**src/rtl/systolic_tile_sequencer.sv**
```systemverilog
// Sequences matrix tiles through a systolic array: issues a start per tile,
// streams K paired activation/weight beats, then drains DIM result rows.
module systolic_tile_sequencer #(
    parameter int SYSTOLIC_ARRAY_DIM = 8,
    parameter int DATA_WIDTH_BITS    = 16,
    parameter int TILE_CNT_BITS      = 16
) (
    input  logic                                          clk,
    input  logic                                          rst_n,
    input  logic                                          cmd_valid,
    output logic                                          cmd_ready,
    input  logic [19:0]                                   cmd_inner_dim,
    input  logic [TILE_CNT_BITS-1:0]                      cmd_num_tiles,
    input  logic                                          act_in_valid,
    output logic                                          act_in_ready,
    input  logic [SYSTOLIC_ARRAY_DIM*DATA_WIDTH_BITS-1:0] act_in,
    input  logic                                          wgt_in_valid,
    output logic                                          wgt_in_ready,
    input  logic [SYSTOLIC_ARRAY_DIM*DATA_WIDTH_BITS-1:0] wgt_in,
    output logic                                          sa_act_valid,
    input  logic                                          sa_act_ready,
    output logic [SYSTOLIC_ARRAY_DIM*DATA_WIDTH_BITS-1:0] sa_act,
    output logic                                          sa_wgt_valid,
    input  logic                                          sa_wgt_ready,
    output logic [SYSTOLIC_ARRAY_DIM*DATA_WIDTH_BITS-1:0] sa_wgt,
    output logic                                          sa_start,
    input  logic                                          sa_start_ready,
    output logic [19:0]                                   sa_inner_dim,
    input  logic [SYSTOLIC_ARRAY_DIM*DATA_WIDTH_BITS-1:0] sa_out,
    input  logic                                          sa_out_valid,
    output logic                                          sa_out_ready,
    output logic [SYSTOLIC_ARRAY_DIM*DATA_WIDTH_BITS-1:0] out_data,
    output logic                                          out_valid,
    input  logic                                          out_ready,
    output logic                                          out_tile_last,
    output logic                                          out_job_last,
    output logic                                          busy,
    output logic                                          done,
    output logic                                          err_cmd,
    output logic [TILE_CNT_BITS-1:0]                      tiles_done
);

    localparam int ROW_BITS = $clog2(SYSTOLIC_ARRAY_DIM + 1);

    typedef enum logic [2:0] {
        IDLE,
        START,
        FEED,
        COLLECT,
        FINISH
    } state_t;

    state_t                   state, state_d;
    logic [19:0]              k_q, k_d;
    logic [TILE_CNT_BITS-1:0] tiles_q, tiles_d;
    logic [TILE_CNT_BITS-1:0] tiles_done_d;
    logic [19:0]              feed_ctr, feed_d;
    logic [ROW_BITS-1:0]      row_ctr, row_d;
    logic                     err_q, err_d;
    logic                     beat;
    logic                     row_hs;
    logic                     last_tile;

    // Operand streams pass straight through; only the handshakes are gated.
    assign sa_act       = act_in;
    assign sa_wgt       = wgt_in;
    assign sa_inner_dim = k_q;

    assign beat      = act_in_valid && wgt_in_valid && sa_act_ready && sa_wgt_ready;
    assign row_hs    = sa_out_valid && out_ready;
    assign last_tile = (tiles_done == tiles_q - TILE_CNT_BITS'(1));

    assign out_tile_last = (state == COLLECT) && (row_ctr == ROW_BITS'(1));
    assign out_job_last  = out_tile_last && last_tile;

    // State and counter registers.
    always_ff @(posedge clk or negedge rst_n) begin
        if (!rst_n) begin
            state      <= IDLE;
            k_q        <= '0;
            tiles_q    <= '0;
            tiles_done <= '0;
            feed_ctr   <= '0;
            row_ctr    <= '0;
            err_q      <= 1'b0;
        end else begin
            state      <= state_d;
            k_q        <= k_d;
            tiles_q    <= tiles_d;
            tiles_done <= tiles_done_d;
            feed_ctr   <= feed_d;
            row_ctr    <= row_d;
            err_q      <= err_d;
        end
    end

    // Next-state, counter updates and handshake outputs per state.
    always_comb begin
        state_d      = state;
        k_d          = k_q;
        tiles_d      = tiles_q;
        tiles_done_d = tiles_done;
        feed_d       = feed_ctr;
        row_d        = row_ctr;
        err_d        = 1'b0;
        cmd_ready    = 1'b0;
        sa_start     = 1'b0;
        act_in_ready = 1'b0;
        wgt_in_ready = 1'b0;
        sa_act_valid = 1'b0;
        sa_wgt_valid = 1'b0;
        sa_out_ready = 1'b0;
        out_valid    = 1'b0;
        out_data     = '0;
        busy         = 1'b1;
        done         = err_q;
        err_cmd      = err_q;

        unique case (state)
            IDLE: begin
                busy      = 1'b0;
                cmd_ready = 1'b1;
                if (cmd_valid) begin
                    if ((cmd_inner_dim != '0) && (cmd_num_tiles != '0)) begin
                        k_d          = cmd_inner_dim;
                        tiles_d      = cmd_num_tiles;
                        tiles_done_d = '0;
                        state_d      = START;
                    end else begin
                        err_d = 1'b1;
                    end
                end
            end
            START: begin
                sa_start = sa_start_ready;
                if (sa_start_ready) begin
                    feed_d  = k_q;
                    state_d = FEED;
                end
            end
            FEED: begin
                sa_act_valid = act_in_valid && wgt_in_valid;
                sa_wgt_valid = act_in_valid && wgt_in_valid;
                act_in_ready = beat;
                wgt_in_ready = beat;
                if (beat) begin
                    feed_d = feed_ctr - 20'd1;
                    if (feed_ctr == 20'd1) begin
                        row_d   = ROW_BITS'(SYSTOLIC_ARRAY_DIM);
                        state_d = COLLECT;
                    end
                end
            end
            COLLECT: begin
                out_data     = sa_out;
                out_valid    = sa_out_valid;
                sa_out_ready = out_ready;
                if (row_hs) begin
                    row_d = row_ctr - ROW_BITS'(1);
                    if (row_ctr == ROW_BITS'(1)) begin
                        tiles_done_d = tiles_done + TILE_CNT_BITS'(1);
                        state_d      = last_tile ? FINISH : START;
                    end
                end
            end
            FINISH: begin
                done    = 1'b1;
                state_d = IDLE;
            end
            default: state_d = IDLE;
        endcase
    end

endmodule

```
**config.mk**
```make
export PLATFORM = sky130hd
export DESIGN_NAME = systolic_tile_sequencer
export DESIGN_NICKNAME = d
export VERILOG_FILES = /design/src/rtl/systolic_tile_sequencer.sv
export SDC_FILE = /design/constraint.sdc
export NUM_CORES = 1
export LEC_CHECK = 0
export CORE_AREA = 2 2 338 340
export CTS_BUF_LIST = sky130_fd_sc_hd__clkbuf_4
export DETAILED_ROUTE_END_ITERATION = 16
export DIE_AREA = 0 0 340 342
export GPL_TIMING_DRIVEN = 0
export HOLD_SLACK_MARGIN = 0.05
export PLACE_DENSITY = 0.38
export SYNTH_ARGS = -nofsm -noshare
export SYNTH_HDL_FRONTEND = slang
export SYNTH_SLANG_ARGS = --single-unit
```
**constraint.sdc**
```tcl
create_clock -name clk -period 5.05 [get_ports clk]
set_input_delay 1.01 -clock clk [delete_from_list [all_inputs] [get_ports clk]]
set_output_delay 1.01 -clock clk [all_outputs]
set_load 0.01 [all_outputs]
```
Yosys cells after proc, flatten, opt, wreduce, memory -nomap -nowiden. Cells that the tools add are included.

Register bits after elaboration: 80. Bits of input ports: 430. Output and inout port bits: 433. Logic and storage cells: 76.

Add/sub/neg operators: 4. Equality and inequality tests: 14. Muxes and demuxes: 33. Reduce and logical (&&, ||, !) cells: 18.

Operators with widths (number): $mux W128 (1); $mux W16 (4); $mux W20 (2); $pmux W20 S2 (1); $pmux W16 S2 (1); $mux W3 (8); $eq A20 B1 Y1 const B (1); $reduce_bool A20 Y1 (1); $sub A20 B1 Y20 const B (1); $add A16 B1 Y16 const B (1); $eq A16 B16 Y1 (1); $reduce_bool A16 Y1 (1); $sub A16 B1 Y16 const B (1); $mux W4 (3); $ne A2 B2 Y1 const B (6); $pmux W3 S4 (1); $mux W1 (11); $pmux W4 S2 (1); $logic_and A1 B1 Y1 (7); $reduce_and A7 Y1 (1); $eq A3 B2 Y1 const B (2); $reduce_and A3 Y1 (2); $reduce_bool A2 Y1 (3); $reduce_and A5 Y1 (1); other kinds (7) (7).

Longest topological paths before layout. Gate-level depths: netlist of run 1.

Depth after elaboration: 6. Depth in mapped cells: 9.

Worst setup path before layout of run 1. OpenSTA, ideal clock, no wires.

Path type: reg-to-output. Start point: register tiles_q[2]. End point: output port out_job_last. Arrival: 2.266 ns. Data required time: 4.040 ns. Path slack: 1.774 ns. Stages on the path, launching flop included: 9. Buffers on the path: 2. Cell sequence: dfrtp_1 -> buf_6 -> or4_4 -> buf_6 -> nor4_1 -> xnor2_1 -> nand2_1 -> or4_4 -> nor3_2.

Cells in the longest elaborated chain, start to end: 3.

RTL lines: from (decl) (RTL line 55) `logic [TILE_CNT_BITS-1:0] tiles_q, tiles_d;`; from (signal assigned) (RTL line 89) `tiles_q <= tiles_d;`; $sub A16 B1 Y16 (RTL line 71) `assign last_tile = (tiles_done == tiles_q - TILE_CNT_BITS'(1));`; $eq A16 B16 Y1 (RTL line 71); $logic_and A1 B1 Y1 (RTL line 74) `assign out_job_last = out_tile_last && last_tile;`; to (decl) (RTL line 36) `output logic out_job_last,`.

Every way passes these cells.

Final worst setup path of run 1.
Start point: register tiles_q[0]. End point: output port out_job_last.

The elaborated chain is that of the path after synthesis.

==> results.txt, run 1 <==
Synth Instances: 895
GRT Total Usage: 7.37%
Data required time of the worst path: 4.04 ns
Unrepaired setup endpoints after global routing: false
Fin. max-slew vios: 0
Core area: 113,000 sq um
Bufs on Longest Clock Path: 2
Largest cells by area after synthesis: dfrtp_1 27%, buf_4 26%, and2_1 11%
Layout cells sized above 1: 22.5%
DIE AREA: 116,000 sq um
Cell Area, Placed: 15,500 sq um
Mean Syn Cell Area: 8.35 sq um
#FFs+latches synth: 80
Ys async rst share: 100%
Post-synthesis net count: 1,331
Relative slew slack: 20.1%
Via density: 2.78
Vias in the first global route: 8,483
Tcrit/Tclk final: 92.3%
Max Cap Violations: 0
Post-synthesis sequential area ratio: 26.8%
# DRC: 0
Most used DFF post-synth: dfrtp_1
HPWL Detailed: 40,100 microns
Clk_skew: 0.0443 ns
Num rows: 124
Most common cell after layout, fill and taps aside: clkdlybuf4s50_1
Peak VDD IR: 0.101 mV
Routed len/inst: 15.1 microns
Chip height: 342 microns
Initial drt markers: 279
H-tree depth: 3
Largest net degree at the start of global routing: 48
Initial antenna violation count: 10
Most frequent cells in the layout: 604 x clkdlybuf4s50_1, 259 x buf_4, 133 x and2_1, 80 x dfrtp_1, 46 x nor2_1
Chip Width: 340 microns
Hold Path Class: in -> async
Clk pin slew, worst setup/hold paths: 0.17 ns
DR pass1 iterations: 4
Critical Path Start Type: flop
CTS tree: done
Worst-margin pin slew: 1.19 ns
Number of synthesized flops with an enable pin: 0
Fillers: 12,800
Clock Sink Count: 80
CP Capture Type: output port
Clk root buf: clkbuf_4
Synth warn: 0
Final instance area: 15,600 sq um
# setup viols final: 0
Peak Freq: 215 MHz
Synth cell types: 63
Clock period minus worst slack: 4.66 ns
Number of buffers added on ports: 606
Final ANT Viol Nets: 0
Initial core utilization: 6.61%
Cell taking the most area after synthesis: dfrtp_1
Status: completed
Clock Latency Late Sink: 0.56 ns
Drt total wl: 45,700 microns
Final Hold Fails: 0
Hold slack: 0.410 ns
Yosys top cell area share: 26.8%
Worst Path Arrival: 3.65 ns
P per Cell Area: 234 nW/um^2
Crit Path Category: reg -> out
Vias: 8,443
Layout Nets: 1,949
Inserted Clock Buffers: 9
IO Pins: 863
RePlAce Congestion: 0.726
P_leak: 5.95 nW
First-pass GRT wire length: 61,400 microns
Mapped Area: 7470 sq um
Layout area overhead: 109%
Total grt overflow: 0
Crit Path Max Fanout: 10
worst paths after layout:
path	endpoint	from	cells past startpoint	slack, ns
worst max-delay path	out_job_last	tiles_q[0]	10	0.39
worst min-delay path	feed_ctr[8]	rst_n	1	0.41
worst max register to register	tiles_done[15]	state[1]	7	1.44
worst min register to register	feed_ctr[12]	feed_ctr[12]	2	0.53
max in group asynchronous	tiles_done[0]	rst_n	2	3.94
min in group clk	feed_ctr[12]	feed_ctr[12]	2	0.53
where the power goes:
part	leakage, nW	total [mW]	internal [mW]	switching (mW)
Sequential	1.00	1.07	0.817	0.256
Combinational	4.87	2.17	1.22	0.955
Clock	0.0684	0.399	0.108	0.291
metrics by stage:
step | power [mW] | setup TNS (ns) | utilization (%) | worst slack (ns) | cells
2_1_floorplan | 2.03 | 0 | - | 1.77 | 895
3_3_place_gp | 3.33 | -73.17 | 13.6 | -0.934 | 3013
3_5_place_dp | 3.31 | -0.0219 | 13.7 | -0.0219 | 3014
4_1_cts | 3.76 | 0 | 13.8 | 0.00968 | 3030
5_1_grt | 3.94 | 0 | 13.8 | 0.0409 | 3033
6_report | 3.64 | 0 | 13.8 | 0.390 | 3033
Yosys cell counts (4+ instances only):
cell type,number
o21ai_0,34
ha_1,6
inv_1,14
or2_2,6
mux2_2,34
o22a_1,5
and3_1,5
a22oi_1,6
nand3_1,10
buf_4,258
a21oi_1,28
dfrtp_1,80
xnor2_1,17
nor4_1,23
a31oi_1,8
nand2b_1,8
nor2_1,46
nor3_1,18
nor3b_1,4
nand4_1,9
nand2_1,27
or4b_2,4
and2_1,133
buf_2,5
clkbuf_1,34
xor2_1,11
or3_1,5
final cells by class:
class	count	area, sq um	share of cell area, %
Antenna cell	3	7.51	0.0482
Buffer	301	2130	13.6
Clock buffer	10	75.1	0.482
Clock inverter	6	43.8	0.281
Inverter	14	52.6	0.337
Multi-Input combinational cell	500	3300	21.2
Sequential cell	80	2000	12.8
Tap cell	1512	1890	12.1
Timing Repair Buffer	607	6090	39.1
layer usage:
metal	vias up	global-route usage [%]	routed length, microns
met2	491	13.6	24200
met3	34	2.08	3520
met1	3924	8.05	16900
li1	3992	-	-
met5	-	0	13
met4	2	2.38	1070
timing repair:
| item | in CTS | in global routing |
|---|---|---|
| buffers inserted | 0 | 0 |
| hold buffers | 0 | 0 |
| resized for setup | 6 | 2 |
| setup endpoints to repair | 51 | 2 |
| endpoints found under the hold margin | 0 | 0 |
worst max-delay path, cell delays in order, from the launching register on:
cell and delay (ns):
dfrtp_1 0.44, inv_1 0.08, ha_1 0.13, buf_2 0.21, nor3b_1 0.37, nand2_1 0.12, o311ai_0 0.47, nor2_1 0.11
or4_4 0.45, nor3_2 0.24, dlygate4sd2_1 0.46
state kept, by name, summed over array words and instances (netlist names):
name and cells:
tiles_done 16, err_cmd 1, tiles_q 16, state 3, row_ctr 4, feed_ctr 20, sa_inner_dim 20
logic make-up (layout without fill, tap and decap cells):
| family | count (synthesis) | in the layout | share of synthesized area, % |
|---|---|---|---|
| other | 0 | 3 | 0 |
| multiplexers | 36 | 36 | 5.39 |
| buffers and inverters | 315 | 938 | 29.1 |
| XOR/XNOR | 28 | 28 | 3.28 |
| AO/OA/AOI/OAI | 111 | 111 | 9.44 |
| AND/OR/NAND/NOR | 319 | 319 | 25.0 |
| adder cells (fa/ha/maj) | 6 | 6 | 1.00 |
| flip-flops | 80 | 80 | 26.8 |
(Power assumes the default switching activity.)
==> run 2, diff against run 1 <==
ABC_AREA = 1   (was default)
CORE_AREA = 2 2 333 335   (was 2 2 338 340)
DIE_AREA = 0 0 335 337   (was 0 0 340 342)
PLACE_DENSITY = 0.39   (was 0.38)
SKIP_CTS_REPAIR_TIMING = 1   (was default)
==> run 2 against run 1 <==
Net effect: non-clock buffer count fell by 10; cell count rose by 8.3%; core utilization rose by 0.77 points; first-iteration DRC count rose by 61%; worst setup slack improved by 0.026 ns; sequential power rose by 5%; final area rose by 2.3%; synthesized cell count rose by 37%; combinational power rose by 66%; maximum frequency rose by 0.57%.
==> results.txt, run 2 <==
CP max stage cell: clkbuf_1
Clock Latency Late Sink: 0.57 ns
Vias: 9,617
CP Capture Type: output port
Crit Path Max Fanout: 10
Synth cell types: 39
Fin worst setup slack: 0.416 ns
Fin. max-slew vios: 0
Synth Instances: 1,228
Relative slew slack: 30.6%
Clock period minus worst slack: 4.63 ns
Number of buffers added on ports: 606
Initial core utilization: 7.22%
Post-synth top cells: 259 x buf_4, 211 x nor2_1, 206 x inv_1
Vias in the first global route: 9,126
Via density: 2.93
Post-synthesis net count: 1,664
Most common cell after layout, fill and taps aside: clkdlybuf4s50_1
# setup viols final: 0
Chip height: 337 microns
Pre-CTS WS: 0.660 ns
Most frequent cell after synthesis: buf_4
Drt total wl: 61,600 microns
CP top delay family: buffers and inverters
Total power: 5.17 mW
Core area: 110,000 sq um
IO Pins: 863
Num rows: 122
Worst Path Arrival: 3.62 ns
Worst-margin pin slew: 1.04 ns
Final ANT Viol Nets: 0
Routed len/inst: 18.8 microns
Critical Path Start Type: flop
Yosys top cell area share: 25.3%
Final Hold Fails: 0
RePlAce Congestion: 0.800
Hold slack: 0.403 ns
Synth warn: 0
Clock Sink Count: 80
Data required time of the worst path: 4.04 ns
# DRC: 0
Post-synthesis sequential area ratio: 25.3%
H-tree depth: 3
Peak VDD IR: 0.113 mV
First-pass GRT wire length: 79,000 microns
DR pass1 iterations: 5
Slowest stage delay, CP: 0.69 ns
Mean Syn Cell Area: 6.44 sq um
Number of synthesized flops with an enable pin: 0
P per Cell Area: 324 nW/um^2
Clk pin slew, worst setup/hold paths: 0.17 ns
Unrepaired setup endpoints after global routing: false
Most frequent cells in the layout: 604 x clkdlybuf4s50_1, 260 x buf_4, 211 x nor2_1, 206 x inv_1, 192 x nand2_1
Setup TNS: 0 ns
Bufs on Longest Clock Path: 2
DIE AREA: 113,000 sq um
Largest net degree at the start of global routing: 47
P_leak: 7.05 nW
CTS tree: done
Initial antenna violation count: 42
Hold Path Class: in -> async
Most frequent CP cell: clkbuf_1
Clk_skew: 0.0357 ns
Layout cells sized above 1: 16.5%
HPWL Detailed: 55,600 microns
Layout area overhead: 102%
Layout Nets: 2,282
Ys async rst share: 100%
Cell taking the most area after synthesis: dfrtp_1
Peak Freq: 216 MHz
Status: completed
Worst-path cell chain: inv_1 > nand3_1 > buf_2 > clkbuf_1 > clkbuf_1 > nor2_1 > clkdlybuf4s50_1
Total grt overflow: 0
Largest cells by area after synthesis: dfrtp_1 25%, buf_4 25%, nor2_1 10%
Inserted Clock Buffers: 9
#FFs+latches synth: 80
GRT Total Usage: 10.3%
Final core occ: 14.6%
Crit Path Category: reg -> out
Max Cap Violations: 0
Clk root buf: clkbuf_4
Tcrit/Tclk final: 91.8%
Mapped Area: 7910 sq um
WP buf/inv: 5
Initial drt markers: 450
Most used DFF post-synth: dfrtp_1
Reg-to-reg slack, setup: 2.17 ns
Chip Width: 335 microns
-- run 2: changes by cell type after synthesis, sizes merged, moves of 15 or more --
cell    change
inv       +198
xor2       +17
nand2     +166
clkbuf     -19
nor2      +172
and2      -132
mux2       -34
o21ai      +55
nor4       -15
nand3      +30
-- run 2: routing by layer --
metal / GRT usage [%] / wire length (microns) / up-vias
met4: 1.55 / 579 / 24
met2: 15.7 / 27000 / 482
li1: - / - / 4682
met3: 4.53 / 7480 / 67
met1: 13.5 / 26500 / 4362
met5: 0 / 154 / -
-- run 2: worst paths after layout --
path                         startpoint       endpoint  cells after the start
min in group clk           feed_ctr[19]   feed_ctr[19]                      2
max reg2reg                  row_ctr[1]  tiles_done[8]                     11
min                               rst_n   feed_ctr[12]                      1
max in group asynchronous         rst_n    tiles_q[11]                      2
max                            state[2]   out_data[89]                      7
min reg2reg                feed_ctr[19]   feed_ctr[19]                      2
-- run 2: report_power, final --
part / switching, mW / internal (mW)
Combinational: 2.08 / 1.51
Sequential: 0.226 / 0.897
Clock: 0.291 / 0.159
-- run 2: kinds of logic after synthesis --
kind of cell / synth area share [%]
DFF: 25.3
buffers and inverters: 36.6
and+or+nand+nor: 25.9
AOI/OAI and AO/OA: 7.68
adders and majority gates: 0.949
xor gates and xnor gates: 3.65
-- run 2: cell type report --
| cell class | count | area [sq um] |
|---|---|---|
| fillers | 12600 | 93600 |
| repair buffers | 607 | 6090 |
| multi-input cells | 645 | 3020 |
| plain buffers | 291 | 2100 |
| flip-flops and latches | 80 | 2000 |
| well taps | 1426 | 1780 |
| inverters | 212 | 796 |
| clock buffers | 10 | 75.1 |
| clock inverters | 6 | 66.3 |
| diodes | 7 | 17.5 |
-- run 2: metrics by stage --
| stage | instance area, sq um | std cells |
|---|---|---|
| final | 16000 | 3284 |
| after global routing | 15900 | 3280 |
| after CTS | 15900 | 3277 |
| after detailed placement | 15800 | 3261 |
| after global placement | 15800 | 3260 |
| after floorplan | 7910 | 1228 |
